[config.mk]
export PLATFORM = sky130hd
export DESIGN_NAME = wb_port_arbiter
export DESIGN_NICKNAME = d
export VERILOG_FILES = /design/src/rtl/wb_arb_pkg.sv /design/src/rtl/rr_arb2.sv /design/src/rtl/wb_port_arbiter.sv
export SDC_FILE = /design/constraint.sdc
export NUM_CORES = 1
export LEC_CHECK = 0
export ABC_AREA = 1
export CAP_MARGIN = 20
export CORE_ASPECT_RATIO = 0.75
export CORE_MARGIN = 2
export CORE_UTILIZATION = 30
export DETAILED_ROUTE_END_ITERATION = 10
export PLACE_DENSITY = 0.62
export SYNTH_ARGS = -nofsm -noshare
export SYNTH_HDL_FRONTEND = slang
export SYNTH_HIERARCHICAL = 1
export SYNTH_SLANG_ARGS = --single-unit
export TNS_END_PERCENT = 50
[constraint.sdc]
create_clock -name clk -period 1.6 [get_ports clk]
set_input_delay 0.48 -clock clk [delete_from_list [all_inputs] [get_ports clk]]
set_output_delay 0.48 -clock clk [all_outputs]
set_load 0.05 [all_outputs]
[src/rtl/wb_arb_pkg.sv]
// Shared encodings and limits for the register-file write-back port arbiter.
// Imported by the round-robin core and the top level.
package wb_arb_pkg;

    typedef enum logic {
        LG_ALU = 1'b0,
        LG_MEM = 1'b1
    } lg_state_t;

    localparam logic       WB_SEL_ALU   = 1'b0;
    localparam logic       WB_SEL_MEM   = 1'b1;
    localparam logic [7:0] CONFLICT_MAX = 8'd255;

endpackage

[src/rtl/rr_arb2.sv]
// Two-input round-robin grant with last-grant state.
// The state moves only when advance is high, i.e. when a grant turns into a transfer.
module rr_arb2
    import wb_arb_pkg::*;
(
    input  logic clk,
    input  logic rst_n,
    input  logic req_alu,
    input  logic req_mem,
    input  logic advance,
    output logic gnt_alu,
    output logic gnt_mem
);

    lg_state_t state_q;
    lg_state_t state_d;

    always_ff @(posedge clk or negedge rst_n) begin
        if (!rst_n) begin
            state_q <= LG_MEM;
        end else begin
            state_q <= state_d;
        end
    end

    // On a tie the requester that did not win last time gets the port.
    always_comb begin
        gnt_alu = 1'b0;
        gnt_mem = 1'b0;
        state_d = state_q;
        if (req_alu && req_mem) begin
            if (state_q == LG_MEM) begin
                gnt_alu = 1'b1;
            end else begin
                gnt_mem = 1'b1;
            end
        end else begin
            gnt_alu = req_alu;
            gnt_mem = req_mem;
        end
        if (advance) begin
            state_d = gnt_mem ? LG_MEM : LG_ALU;
        end
    end

endmodule

[src/rtl/wb_port_arbiter.sv]
// Shares the register-file write port between the ALU and load paths: round-robin
// grant, registered write strobe/address/data, stall hold and a conflict counter.
module wb_port_arbiter
    import wb_arb_pkg::*;
#(
    parameter int DATA_W = 16,
    parameter int ADDR_W = 3
) (
    input  logic              clk,
    input  logic              rst_n,
    input  logic              alu_valid,
    output logic              alu_ready,
    input  logic [ADDR_W-1:0] alu_addr,
    input  logic [DATA_W-1:0] alu_data,
    input  logic              mem_valid,
    output logic              mem_ready,
    input  logic [ADDR_W-1:0] mem_addr,
    input  logic [DATA_W-1:0] mem_data,
    output logic              wb_sel,
    input  logic              wb_stall,
    output logic              wb_en,
    output logic [ADDR_W-1:0] wb_addr,
    output logic [DATA_W-1:0] wb_data,
    output logic [7:0]        conflict_cnt
);

    logic              hold_p0;
    logic              open_p0;
    logic              gnt_alu_p0;
    logic              gnt_mem_p0;
    logic              xfer_p0;
    logic              sel_q;
    logic              vld_p1;
    logic [ADDR_W-1:0] addr_p1;
    logic [DATA_W-1:0] data_p1;
    logic [7:0]        cnt_q;

    // Stage p0: arbitration. Requests are masked while reset is low or a write is held.
    assign hold_p0 = vld_p1 & wb_stall;
    assign open_p0 = rst_n & ~hold_p0;

    rr_arb2 u_rr (
        .clk     (clk),
        .rst_n   (rst_n),
        .req_alu (alu_valid & open_p0),
        .req_mem (mem_valid & open_p0),
        .advance (xfer_p0),
        .gnt_alu (gnt_alu_p0),
        .gnt_mem (gnt_mem_p0)
    );

    assign xfer_p0   = gnt_alu_p0 | gnt_mem_p0;
    assign alu_ready = gnt_alu_p0;
    assign mem_ready = gnt_mem_p0;
    assign wb_sel    = xfer_p0 ? (gnt_mem_p0 ? WB_SEL_MEM : WB_SEL_ALU) : sel_q;

    always_ff @(posedge clk or negedge rst_n) begin
        if (!rst_n) begin
            sel_q <= WB_SEL_ALU;
        end else begin
            sel_q <= wb_sel;
        end
    end

    // Stage p1: registered write to the register file, frozen while stalled.
    always_ff @(posedge clk or negedge rst_n) begin
        if (!rst_n) begin
            vld_p1  <= 1'b0;
            addr_p1 <= '0;
            data_p1 <= '0;
        end else if (!hold_p0) begin
            vld_p1 <= xfer_p0;
            if (xfer_p0) begin
                addr_p1 <= gnt_mem_p0 ? mem_addr : alu_addr;
                data_p1 <= gnt_mem_p0 ? mem_data : alu_data;
            end
        end
    end

    assign wb_en   = vld_p1;
    assign wb_addr = addr_p1;
    assign wb_data = data_p1;

    // Contention counts regardless of hold, and sticks at its maximum.
    always_ff @(posedge clk or negedge rst_n) begin
        if (!rst_n) begin
            cnt_q <= '0;
        end else if (alu_valid && mem_valid && (cnt_q != CONFLICT_MAX)) begin
            cnt_q <= cnt_q + 8'd1;
        end
    end

    assign conflict_cnt = cnt_q;

endmodule

# Word level (Yosys, flattened, before mapping)
# Cells that the tools add are included.
[word_totals]
in_bits = 43
output_inout_bits = 31
register_bits = 30
word_cells = 26
[op_classes]
eq_ne = 1
reduce_logical = 4
n_addsub = 1
mux = 8
bitwise = 6
[op_table]
columns = ["operator", "count"]
rows = [
  ["2-to-1 mux 16 bit", 1],
  ["adder 8 x 1 -> 8 bit, second input constant", 1],
  ["inequality test 8 bit, second input constant", 1],
  ["2-to-1 mux 1 bit", 6],
  ["bitwise AND 1 bit", 4],
  ["logical AND 1 bit", 3],
  ["2-to-1 mux 3 bit", 1],
  ["AND reduction 2 bit", 1],
  ["NOT 1 bit", 1],
  ["bitwise OR 1 bit", 1],
]

# Depth between registers and ports, before layout
# Gate-level depths: netlist (run 1).
[logic_depth]
ltp_word = 8
mapped_depth = 10
mapped_depth_nobuf = 9

# Modules after synthesis
# Netlist (run 1), hierarchy kept.
[modules_own_cells]
columns = ["module", "area_per_inst_um2", "cells_per_inst", "instances", "seq_area_each_um2"]
rows = [
  ["wb_port_arbiter", 1485.2, 181, 1, 725.7],
  ["rr_arb2", 63.8, 9, 1, 26.3],
]

# Least setup slack after synthesis (run 1)
# No wires, ideal clock.
[synth_path]
kind = "reg2out"
startpoint = "register vld_p1, in the netlist wb_en"
endpoint = "output port wb_sel"
path_stages_with_launch = 7
t_arrival_ns = 2.291
required_ns = 1.120
n_path_buf = 0
path_slack_ns = -1.171
path_cell_list = "dfrtp_1 -> nand2_1 -> and3_1 -> a21boi_1 -> nor2_2 -> nand2_1 -> nand2_1"
[synth_between]
elab_chain_len = 8
elab_cells_between_ends = 11
classes_between = "mux: 4; bitwise: 6; reduce/logical: 1"
[synth_rtl]
columns = ["element", "line", "source"]
rows = [
  ["start, declared", "wb_port_arbiter.sv:33", "logic vld_p1;"],
  ["start signal, assigned", "wb_port_arbiter.sv:72", "vld_p1 <= xfer_p0;"],
  ["bitwise AND 1 bit *", "wb_port_arbiter.sv:39", "assign hold_p0 = vld_p1 & wb_stall;"],
  ["NOT 1 bit (no line) *", "n/a", ""],
  ["bitwise AND 1 bit *", "wb_port_arbiter.sv:40", "assign open_p0 = rst_n & ~hold_p0;"],
  ["bitwise AND 1 bit, on equally long branches", "wb_port_arbiter.sv:45, wb_port_arbiter.sv:46", ""],
  ["logical AND 1 bit", "rr_arb2.sv:31", "if (req_alu && req_mem) begin"],
  ["2-to-1 mux 1 bit *", "rr_arb2.sv:31", ""],
  ["named net alu_ready", "wb_port_arbiter.sv:12", "output logic alu_ready,"],
  ["bitwise OR 1 bit *", "wb_port_arbiter.sv:52", "assign xfer_p0 = gnt_alu_p0 | gnt_mem_p0;"],
  ["2-to-1 mux 1 bit *", "wb_port_arbiter.sv:55", "assign wb_sel = xfer_p0 ? (gnt_mem_p0 ? WB_SEL_MEM : WB_SEL_ALU) : sel_q;"],
  ["end, declared", "wb_port_arbiter.sv:19", "output logic wb_sel,"],
]
# Mark *: on every way through the listed nets, which the timed path passes. The rest lies on a longest branch.

# Final worst setup path (run 1)
[layout_path]
startpoint = "register vld_p1, in the netlist wb_en"
endpoint = "output port wb_sel"
[layout_between]
elab_chain_len = 8
elab_cells_between_ends = 11
classes_between = "mux: 4; bitwise: 6; reduce/logical: 1"
[layout_rtl]
columns = ["element", "line"]
rows = [
  ["bitwise AND 1 bit *", "wb_port_arbiter.sv:39"],
  ["NOT 1 bit (no line) *", "n/a"],
  ["bitwise AND 1 bit *", "wb_port_arbiter.sv:40"],
  ["bitwise AND 1 bit, on equally long branches", "wb_port_arbiter.sv:45, wb_port_arbiter.sv:46"],
  ["logical AND 1 bit", "rr_arb2.sv:31"],
  ["2-to-1 mux 1 bit", "rr_arb2.sv:31"],
  ["2-to-1 mux 1 bit / bitwise OR 1 bit (equally long branches)", "wb_port_arbiter.sv:55, wb_port_arbiter.sv:52"],
  ["2-to-1 mux 1 bit *", "wb_port_arbiter.sv:55"],
]
# Mark *: on every way between the ends. The rest lies on a longest branch, timed or not.

==> results summary, run 1 <==
The flow ran to the end, but the final reports show violations. The final reports fail on setup timing. The final weighted congestion in routability-driven placement came out at 0.799.

The clock latency on the worst-skew pair is 0.28 ns. Counting every net in the synthesized netlist gives 234. The final number of hold-violating endpoints came out at 0. The count of yosys warnings during synthesis came out at 6. The register area came out at 753 um2.

Before CTS, the worst setup slack after placement is -0.794 ns. The dominant cell type by area after synthesis is sky130_fd_sc_hd__dfrtp_1. The final worst clock skew is 0.00398 ns.

The total area of multi-input combinational cells came out at 746 um2. Counting every sink on the clock net gives 30. The count of different cell masters after synthesis came out at 27. The family with the most delay on the worst path is simple AND/OR/NAND/NOR gates. The data arrival time of the worst path is 1.55 ns. The number of storage elements in the synthesis netlist is 30.

Summed over all cells, the static leakage comes to 1.36 nW. The area share of the largest cell type after synthesis came out at 46.8%. Dividing the detail-routed wire length by the instance count gives 13.3 um.

The sequential cell area fraction in the yosys report came out at 48.5%. The total overflow reported by the global router is 0. The placed instance count came out at 330. The count of routing violations after the opening detailed-route iteration is 54. The remaining antenna violation count after routing is 0.

The floorplan step set the die height to 66.2 um. The most numerous cell type found on the critical path is sky130_fd_sc_hd__nand2_2. Derived from the worst setup path, the maximum achievable clock frequency is 0.492 GHz. Of the cells placed in the final design, the portion with a size suffix greater than 1 is 29.4%.

The design draws 4.23 mW. The power density over cell area is 1420 nW/um2. The number of max-cap violations is 0.

TritonCTS built the clock tree. No sink is reached through more buffers than the 2 on the longest clock path. The overall die area came out at 5760 um2. The wire length reported by the detailed router came out at 4.54 mm. The final sum of negative setup slack came out at -4.49 ns. The commonest cells after synthesis are sky130_fd_sc_hd__nand2_1, sky130_fd_sc_hd__dfrtp_1, sky130_fd_sc_hd__o211ai_1. The largest net degree at the start of global routing came out at 26. The count of final max-slew check failures came out at 0.

sky130_fd_sc_hd__nand2_1 is the most common cell in the netlist. The critical-path maximum fanout came out at 3. The count of TritonRoute iterations in the first routing pass is 4.

The final HPWL from detailed placement is 3.37 mm. Buffers placed on the I/O ports in this run total 73. The predominant post-synthesis flop cell is sky130_fd_sc_hd__dfrtp_1. Counting the buffers created by CTS gives 5. The global-route wire length before repair is 7.31 mm.

The number of buffers and inverters on the critical path is 1. The worst-case IR drop observed on VDD is 0.993 mV. The cell sitting at the root of the clock tree is a sky130_fd_sc_hd__clkbuf_8.

The final-layout fill cell count came out at 435. The number of levels the H-tree was split into came out at 2. The synthesized area per cell is 8.15 um2. The number of antenna violations at the first check in global routing came out at 0. The overall die width came out at 87.0 um.

The non-filler instance count after layout is 342. Synthesis produced 190 cells. For this run, the total global-route usage over all layers was measured as 16.8%. The synthesized area is 1550 um2. The slowest cell on the critical path is sky130_fd_sc_hd__dfrtp_2. The antenna diode instance count is 0. The core region is 4930 um2. The critical path class is reg -> out. STA classifies the critical path endpoint as a primary output. The final worst-path setup slack is -0.434 ns. The starting density of the core came out at 31.4%. At the worst endpoint, the required time is 1.12 ns.

The layout overhead on the synthesized area came out at 92.2%. The number of enable-type register cells in the synthesized netlist is 0. The via count normalized by instance count is 4.63. Sorting the synthesized cells by area gives the leading types as sky130_fd_sc_hd__dfrtp_1, sky130_fd_sc_hd__nand2_1, sky130_fd_sc_hd__o211ai_1. For the pin with the worst max-slew slack, the measured transition is 0.335 ns. The setup violation total in the final timing report came out at 22. The critical path goes through nand2_2 > and3_4 > nand2_2 > and2_4 > nor2_4 > nand2_2 > nand2_4 > buf_12. The total DRC errors in the routed layout came out at 0.

The worst slew margin relative to its limit came out at 77.6%. The clock-pin slew reported for the worst setup and hold paths after clock tree synthesis is 0.06 ns. The post-route clock period utilization is 127%.

The via count of the first global-routing pass is 1531. The worst register-to-register path begins at wb_en. The routed layout has 1582 vias. The path class of the tightest hold or removal check is in -> async.

The post-route minimum period came out at 2.03 ns. The post-layout net count is 326. The kind of start point of the critical path is a flip-flop.

The number of ports placed on the die boundary is 74. The share of synthesized registers carrying an async set or reset came out at 100%. Setup repair after global routing could not meet its margin everywhere. The floorplan has 22 rows. The largest stage delay on the critical path came out at 0.40 ns. In this run the worst setup path begins at wb_en.
[worst register-to-register path, cell delays in order, from the launching register on]
cell                       delay (ns)
sky130_fd_sc_hd__dfrtp_2         0.40
sky130_fd_sc_hd__nand2_2         0.09
sky130_fd_sc_hd__and3_4          0.19
sky130_fd_sc_hd__a21boi_4        0.20
sky130_fd_sc_hd__nor2_4          0.06
sky130_fd_sc_hd__buf_4           0.13
sky130_fd_sc_hd__buf_6           0.11
sky130_fd_sc_hd__a21oi_4         0.13
sky130_fd_sc_hd__buf_12          0.14
sky130_fd_sc_hd__buf_8           0.11
sky130_fd_sc_hd__o211ai_1        0.10
sky130_fd_sc_hd__nand2_1         0.09
[cells in the final DEF (no fill, tap or decap), types with 3 or more instances in the layout]
master / netlist / final
sky130_fd_sc_hd__buf_12: 0 / 33
sky130_fd_sc_hd__dfrtp_1: 29 / 28
sky130_fd_sc_hd__o211ai_1: 19 / 19
sky130_fd_sc_hd__buf_4: 0 / 13
sky130_fd_sc_hd__nor2_1: 7 / 7
sky130_fd_sc_hd__or2_2: 9 / 9
sky130_fd_sc_hd__inv_1: 13 / 12
sky130_fd_sc_hd__nand2_2: 1 / 4
sky130_fd_sc_hd__nand3_1: 5 / 5
sky130_fd_sc_hd__clkbuf_8: 0 / 6
sky130_fd_sc_hd__o21ai_0: 3 / 3
sky130_fd_sc_hd__or2_0: 9 / 9
sky130_fd_sc_hd__nand2_1: 72 / 68
sky130_fd_sc_hd__clkdlybuf4s50_1: 0 / 38
[area by class of cell]
cell class | count | area share (%)
Tap cell | 60 | 2.52
Timing Repair Buffer | 92 | 41.3
Clock buffer | 6 | 2.77
Clock inverter | 1 | 1.01
Inverter | 15 | 2.06
Sequential cell | 30 | 25.3
Multi-Input combinational cell | 138 | 25.0
[layer usage]
layer | up-vias | part of all wire (%) | track usage [%] | routed length, um
met5 | - | 0 | 0 | 0
met2 | 59 | 42 | 23.0 | 1900
met3 | 4 | 8.2 | 5.24 | 372
li1 | 799 | - | - | -
met4 | 0 | 0.66 | 7.03 | 30
met1 | 720 | 49 | 24.1 | 2230
[where the power goes]
part / switching (mW) / leakage, nW / internal [mW]
combinational: 1.13 / 0.943 / 1.10
clock: 0.288 / 0.0573 / 0.498
sequential: 0.246 / 0.364 / 0.963
total: 1.67 / 1.36 / 2.56
[final timing paths]
kind	slack, ns	to	depth (start not counted)
min reg2reg	0.49	u_rr/state_q	2
max in group asynchronous	0.92	u_rr/state_q	2
min	0.28	wb_data[8]	2
max	-0.43	wb_sel	8
max reg2reg	-0.21	wb_addr[2]	11
min in group clk	0.49	u_rr/state_q	2
[metrics by stage]
step	util, %	instance area, um2	hold slack [ns]
3_5_place_dp	56.0	2760	0.469
5_1_grt	60.4	2980	0.273
6_report	60.4	2980	0.276
2_1_floorplan	-	1600	0.184
4_1_cts	60.0	2960	0.259
3_3_place_gp	56.0	2760	0.467
[cell families (layout without fill, tap and decap cells)]
logic type | after synthesis | after routing | share of synthesized area [%]
fa+ha+maj | 1 | 1 | 0.808
flops | 30 | 30 | 48.5
buf+inv | 22 | 114 | 6.62
compound gates | 25 | 25 | 11.7
xor+xnor | 1 | 1 | 0.566
simple gates | 111 | 111 | 31.7
[state kept, by name, indices dropped and copies added (netlist names)]
register / flops
u_rr/state_q: 1
sel_q: 1
wb_addr: 3
conflict_cnt: 8
wb_en: 1
wb_data: 16
[what timing repair did]
action                     CTS  global route
gates resized for setup     19             5
hold buffers                 0             0
pin swaps                    8             7
cloned                       2             0
buffers inserted             3             1
hold endpoints to repair     0             0
setup endpoints to repair   24            22
(Power assumes the default switching activity.)
==> run 2, diff against run 1 <==
- CAP_MARGIN: 20 -> 10
- CELL_PAD_IN_SITES_DETAIL_PLACEMENT: not set -> 1
- CELL_PAD_IN_SITES_GLOBAL_PLACEMENT: not set -> 2
- CORE_MARGIN: 2 -> 10
- CORE_UTILIZATION: 30 -> 20
- PLACE_DENSITY: 0.62 -> 0.75
==> results summary, run 2 (synthesis gave the netlist of run 1 again) <==
Result of the run: finished, violations left (unchanged). Violated checks: setup timing (unchanged). The total placed instance area is 2840 um2 (was 2760 um2). The top achievable clock speed was 0.490 GHz (was 0.492 GHz). The number of max-cap violations came to 0 (unchanged).

The leading cell type in the layout, fill and taps excluded is sky130_fd_sc_hd__nand2_1 (unchanged). The number of buffers inserted by hold repair at cts is 0 (unchanged). The count of TritonRoute iterations in the first routing pass is 4 (unchanged). The die extent in y is 96.2 um (was 66.2 um). The total overflow reported by the global router is 0 (unchanged). The largest net degree at the start of global routing is 31 (was 26). The maximum clock path buffer count came to 2 (unchanged). The cell chosen for the clock root was sky130_fd_sc_hd__clkbuf_8 (unchanged). The row count came to 27 (was 22). The antenna diode instance count is 0 (unchanged). The setup violation total in the final timing report came out at 22 (unchanged). The starting density of the core is 20.8% (was 31.4%). The share of final-layout standard cells stronger than drive strength 1 came out at 30.3% (was 29.4%). The category of the worst setup path capture point is a primary output (unchanged).

The number of antenna violations at the first check in global routing came to 0 (unchanged). The number of flip-flops under the largest register name came to 16 (unchanged). The data required time of the worst path came to 1.12 ns (about the same). The type of the worst min-delay path was in -> async (unchanged). The final-layout fill cell count came out at 850 (was 435).

The count of routing violations after the opening detailed-route iteration came to 63 (was 54). The data arrival time of the worst path came to 1.56 ns (was 1.55 ns). The area of the core came to 7430 um2 (was 4930 um2). The total DRC errors in the routed layout came out at 0 (unchanged). The wire length reported by the detailed router came to 6.05 mm (was 4.54 mm). The final worst-path setup slack came out at -0.443 ns (was -0.434 ns). The clock-pin slew reported for the worst setup and hold paths after clock tree synthesis came out at 0.07 ns (was 0.06 ns). The total number of vias came to 1649 (was 1582). The slew at the pin closest to its max-slew limit is 0.412 ns (was 0.335 ns). The number of buffers inserted during clock tree synthesis is 5 (unchanged).

The critical-path maximum fanout came out at 4 (was 3). The count of clock tree sinks came out at 30 (unchanged). The finished layout cell area came to 3060 um2 (was 2980 um2). The final number of hold-violating endpoints is 0 (unchanged). The count of final max-slew check failures came out at 0 (unchanged). The global-route wire length before repair is 9.69 mm (was 7.31 mm).

The total power of the final layout was 4.14 mW (was 4.23 mW). The clock latency on the worst-skew pair is 0.27 ns (was 0.28 ns). The via count normalized by instance count is 4.25 (was 4.63).

The routed wirelength normalized by instance count is 15.6 um (was 13.3 um). The final worst clock skew came out at 0.00328 ns (was 0.00398 ns). The final sum of negative setup slack came out at -5.25 ns (was -4.49 ns). The post-layout net count is 330 (was 326).

RSZ-0062 raised after global routing: yes (unchanged). The placed instance count was 373 (was 330). The overall die width was 122 um (was 87.0 um). The final HPWL from detailed placement was 4.69 mm (was 3.37 mm). Commonest cells after routing, fill and taps aside: sky130_fd_sc_hd__nand2_1, sky130_fd_sc_hd__clkdlybuf4s50_1, sky130_fd_sc_hd__buf_12 (unchanged).

The global routing usage summed across all routing layers is 10.5% (was 16.8%). The maximum resistive drop on vdd is 0.838 mV (was 0.993 mV). The kind of start point of the critical path is a primary input (was flip-flop). The remaining antenna violation count after routing was 0 (unchanged). The clock tree from TritonCTS is yes (unchanged).

The layout overhead on the synthesized area came out at 97.3% (was 92.2%). The non-filler instance count after layout is 388 (was 342). The via count of the first global-routing pass came to 1826 (was 1531). The power density over cell area came out at 1350 nW/um2 (was 1420 nW/um2).

The number of ports placed on the die boundary was 74 (unchanged). The final worst hold slack came out at 0.295 ns (was 0.276 ns). The post-route clock period utilization is 128% (was 127%). The leakage power of the design came to 1.39 nW (was 1.36 nW). The critical path class was in -> out (was reg -> out).

The worst slew margin relative to its limit came out at 72.5% (was 77.6%). The post-route minimum period is 2.04 ns (was 2.03 ns). The count of input and output buffers came to 73 (unchanged). The number of levels the H-tree was split into came out at 2 (unchanged). The final weighted congestion in routability-driven placement is 0.729 (was 0.799). The overall die area came out at 11700 um2 (was 5760 um2).
run 2: layout make-up:
cell class	instances	area, um2	area share, %
well taps	101	126	4.13
flip-flops and latches	30	753	24.6
multi-input cells	138	751	24.6
repair buffers	96	1270	41.6
inverters	15	63.8	2.09
clock buffers	7	86.3	2.82
clock inverters	1	5.00	0.164
run 2: timing repair:
item | in CTS | in global routing
endpoints found under the setup margin | 23 | 22
gates cloned | 0 | 1
gates resized for setup | 11 | 13
buffers inserted | 3 | 3
pin swaps | 7 | 2
endpoints found under the hold margin | 0 | 0
run 2: power breakdown:
part	internal [mW]	switching (mW)	leakage, nW
combinational	1.12	1.17	0.982
clock	0.347	0.290	0.0482
sequential	0.963	0.250	0.364
run 2: final timing paths:
| path | start | to | slack (ns) | cells past startpoint |
|---|---|---|---|---|
| hold / removal | rst_n | wb_data[2] | 0.29 | 2 |
| setup reg to reg | wb_en | wb_data[2] | -0.24 | 11 |
| hold reg to reg | u_rr/state_q | u_rr/state_q | 0.51 | 2 |
| setup / recovery | wb_stall | wb_sel | -0.44 | 9 |
| min in group clk | u_rr/state_q | u_rr/state_q | 0.51 | 2 |
| max in group asynchronous | rst_n | u_rr/state_q | 0.98 | 2 |
run 2: metrics by stage:
stage / worst slack, ns / util, %
6_report: -0.443 / 41.1
5_1_grt: -0.519 / 41.1
3_3_place_gp: -0.736 / 38.2
4_1_cts: -0.422 / 39.9
3_5_place_dp: -0.824 / 38.2
2_1_floorplan: -0.358 / -
run 2: critical path, cell delays in order:
cell and delay, ns:
sky130_fd_sc_hd__clkdlybuf4s15_1 0.19, sky130_fd_sc_hd__nand2_2 0.09, sky130_fd_sc_hd__and3_4 0.20, sky130_fd_sc_hd__nand2_4 0.05
sky130_fd_sc_hd__and2_4 0.18, sky130_fd_sc_hd__nor2_4 0.10, sky130_fd_sc_hd__nand2_2 0.07, sky130_fd_sc_hd__nand2_4 0.07
sky130_fd_sc_hd__buf_12 0.13
run 2: routing by layer:
layer / part of all wire, % / wire, um / GRT usage (%) / up-vias
met3: 4.8 / 288 / 3.51 / 5
met2: 49 / 2960 / 18.3 / 41
li1: - / - / - / 800
met5: 0 / 0 / 0 / -
met4: 0.61 / 37 / 2.08 / 0
met1: 46 / 2760 / 12.5 / 803
==> run 3, diff against run 2 <==
- RECOVER_POWER: not set -> 25
==> results summary, run 3 (synthesis gave the netlist of run 1 again) <==
The total number of vias is 1650 (was 1649). The remaining antenna violation count after routing came out at 0 (unchanged). The count of input and output buffers came out at 73 (unchanged).

RSZ-0062 raised after global routing: yes (unchanged). The starting density of the core came out at 20.8% (unchanged). The final sum of negative setup slack is -5.25 ns (about the same). The global-route wire length before repair is 9.69 mm (unchanged).

The power density over cell area is 1350 nW/um2 (about the same). The number of flip-flops under the largest register name is 16 (unchanged). The overall die area came out at 11700 um2 (unchanged). The leading cell type in the layout, fill and taps excluded is sky130_fd_sc_hd__nand2_1 (unchanged).

The leakage power of the design was 1.39 nW (about the same). The most crowded layer after global routing is met2 (unchanged). The via count of the first global-routing pass is 1826 (unchanged). The met1 layer usage reported by global route came to 12.5% (unchanged). The met3 layer usage reported by global route is 3.51% (unchanged). The layout overhead on the synthesized area is 97.2% (was 97.3%).

The final standard cell utilization of the core is 41.1% (about the same). The top achievable clock speed is 0.489 GHz (was 0.490 GHz). The final worst clock skew came to 0.00325 ns (was 0.00328 ns). The share of final-layout standard cells stronger than drive strength 1 came out at 30.3% (unchanged). The final HPWL from detailed placement came out at 4.69 mm (unchanged). The total placed instance area came out at 2840 um2 (unchanged). The row count is 27 (unchanged). The type of the worst min-delay path was in -> async (unchanged). The critical-path maximum fanout was 4 (unchanged). The antenna diode instance count came out at 0 (unchanged).

The number of max-cap violations came out at 0 (unchanged). The critical path class is in -> out (unchanged). The post-route minimum period was 2.04 ns (about the same). The largest net degree at the start of global routing came out at 31 (unchanged). Commonest cells after routing, fill and taps aside: sky130_fd_sc_hd__nand2_1, sky130_fd_sc_hd__clkdlybuf4s50_1, sky130_fd_sc_hd__buf_12 (unchanged). The overall die width is 122 um (unchanged). The maximum resistive drop on vdd is 0.838 mV (about the same). The data arrival time of the worst path came out at 1.56 ns (about the same). The clock tree from TritonCTS is yes (unchanged). The total DRC errors in the routed layout is 0 (unchanged).

The wire length reported by the detailed router is 6.05 mm (about the same). The routed wirelength normalized by instance count is 15.6 um (about the same). The number of levels the H-tree was split into came out at 2 (unchanged). The global routing usage summed across all routing layers came out at 10.5% (unchanged). The setup violation total in the final timing report is 22 (unchanged). The number of ports placed on the die boundary is 74 (unchanged).

The post-layout net count came to 330 (unchanged). The final worst-path setup slack is -0.444 ns (was -0.443 ns). The data required time of the worst path is 1.12 ns (about the same). The slew at the pin closest to its max-slew limit is 0.803 ns (was 0.412 ns). The clock-pin slew reported for the worst setup and hold paths after clock tree synthesis came out at 0.07 ns (about the same). The clock latency on the worst-skew pair came out at 0.28 ns (was 0.27 ns).

The final worst hold slack came out at 0.446 ns (was 0.295 ns). The count of clock tree sinks is 30 (unchanged). The kind of start point of the critical path was a primary input (unchanged). Violated checks: setup timing (unchanged). The total overflow reported by the global router came out at 0 (unchanged).

The maximum clock path buffer count is 2 (unchanged). The final-layout fill cell count is 850 (unchanged). The total power of the final layout is 4.14 mW (about the same). The finished layout cell area came to 3050 um2 (was 3060 um2). The area of the core is 7430 um2 (unchanged). The category of the worst setup path capture point is a primary output (unchanged). The count of TritonRoute iterations in the first routing pass came out at 4 (unchanged).

The number of buffers inserted during clock tree synthesis came to 5 (unchanged). Result of the run: finished, violations left (unchanged). The count of routing violations after the opening detailed-route iteration is 66 (was 63).

The cell chosen for the clock root is sky130_fd_sc_hd__clkbuf_8 (unchanged). The final weighted congestion in routability-driven placement is 0.729 (unchanged). The worst slew margin relative to its limit came to 46.4% (was 72.5%). The die extent in y came to 96.2 um (unchanged).

The post-route clock period utilization is 128% (about the same). The via count normalized by instance count is 4.25 (about the same). The final number of hold-violating endpoints came out at 0 (unchanged).

The count of final max-slew check failures came out at 0 (unchanged). The global-route met2 utilization came out at 18.3% (unchanged). The number of antenna violations at the first check in global routing is 0 (unchanged).
run 3: cell count changes in the layout (fill, tap and decap cells not counted), sizes merged:
cell,previous run,this run
clkbuf,9,10
buf,53,52
run 3: final cells by class:
type                    instances  area, um2  share of cell area, %
multi-input cells             138        751                   24.6
inverters                      15       63.8                   2.09
clock inverters                 1       5.00                  0.164
clock buffers                   7       86.3                   2.83
flip-flops and latches         30        753                   24.7
repair buffers                 96       1270                   41.5
well taps                     101        126                   4.14
run 3: worst max-delay path: stages:
cell	delay, ns
sky130_fd_sc_hd__clkdlybuf4s15_1	0.19
sky130_fd_sc_hd__nand2_2	0.09
sky130_fd_sc_hd__and3_4	0.20
sky130_fd_sc_hd__nand2_4	0.05
sky130_fd_sc_hd__and2_4	0.18
sky130_fd_sc_hd__nor2_4	0.10
sky130_fd_sc_hd__nand2_2	0.07
sky130_fd_sc_hd__nand2_4	0.07
sky130_fd_sc_hd__buf_12	0.13
run 3: per-layer routing:
layer  share of wire [%]  wire [um]  vias up
met3                 4.8        290        5
met5                   0          0        -
met1                  46       2760      805
li1                    -          -      799
met4                0.61         37        0
met2                  49       2960       41
run 3: final timing paths:
check | from | end | slack (ns) | cells past startpoint
max | wb_stall | wb_sel | -0.44 | 9
min | rst_n | wb_data[2] | 0.45 | 2
max reg2reg | wb_en | wb_data[2] | -0.24 | 11
min reg2reg | u_rr/state_q | u_rr/state_q | 0.51 | 2
max in group asynchronous | rst_n | wb_en | 0.60 | 2
min in group clk | u_rr/state_q | u_rr/state_q | 0.51 | 2
run 3: where the power goes:
part           internal [mW]  total [mW]  switching, mW
sequential             0.963        1.21          0.250
combinational           1.12        2.29           1.17
clock                  0.347       0.637          0.290
total                   2.43        4.14           1.71
run 3: stage by stage:
stage / setup slack (ns) / cells
after floorplan: -0.358 / 190
after detailed placement: -0.824 / 373
after CTS: -0.422 / 384
after global placement: -0.736 / 373
after global routing: -0.519 / 388
final: -0.444 / 388
run 3: what timing repair did:
item / CTS / global route
gates cloned: 0 / 1
resized for setup: 11 / 13
pin swaps: 7 / 2
endpoints found under the setup margin: 23 / 22
buffers inserted: 3 / 3
hold buffers: 0 / 0
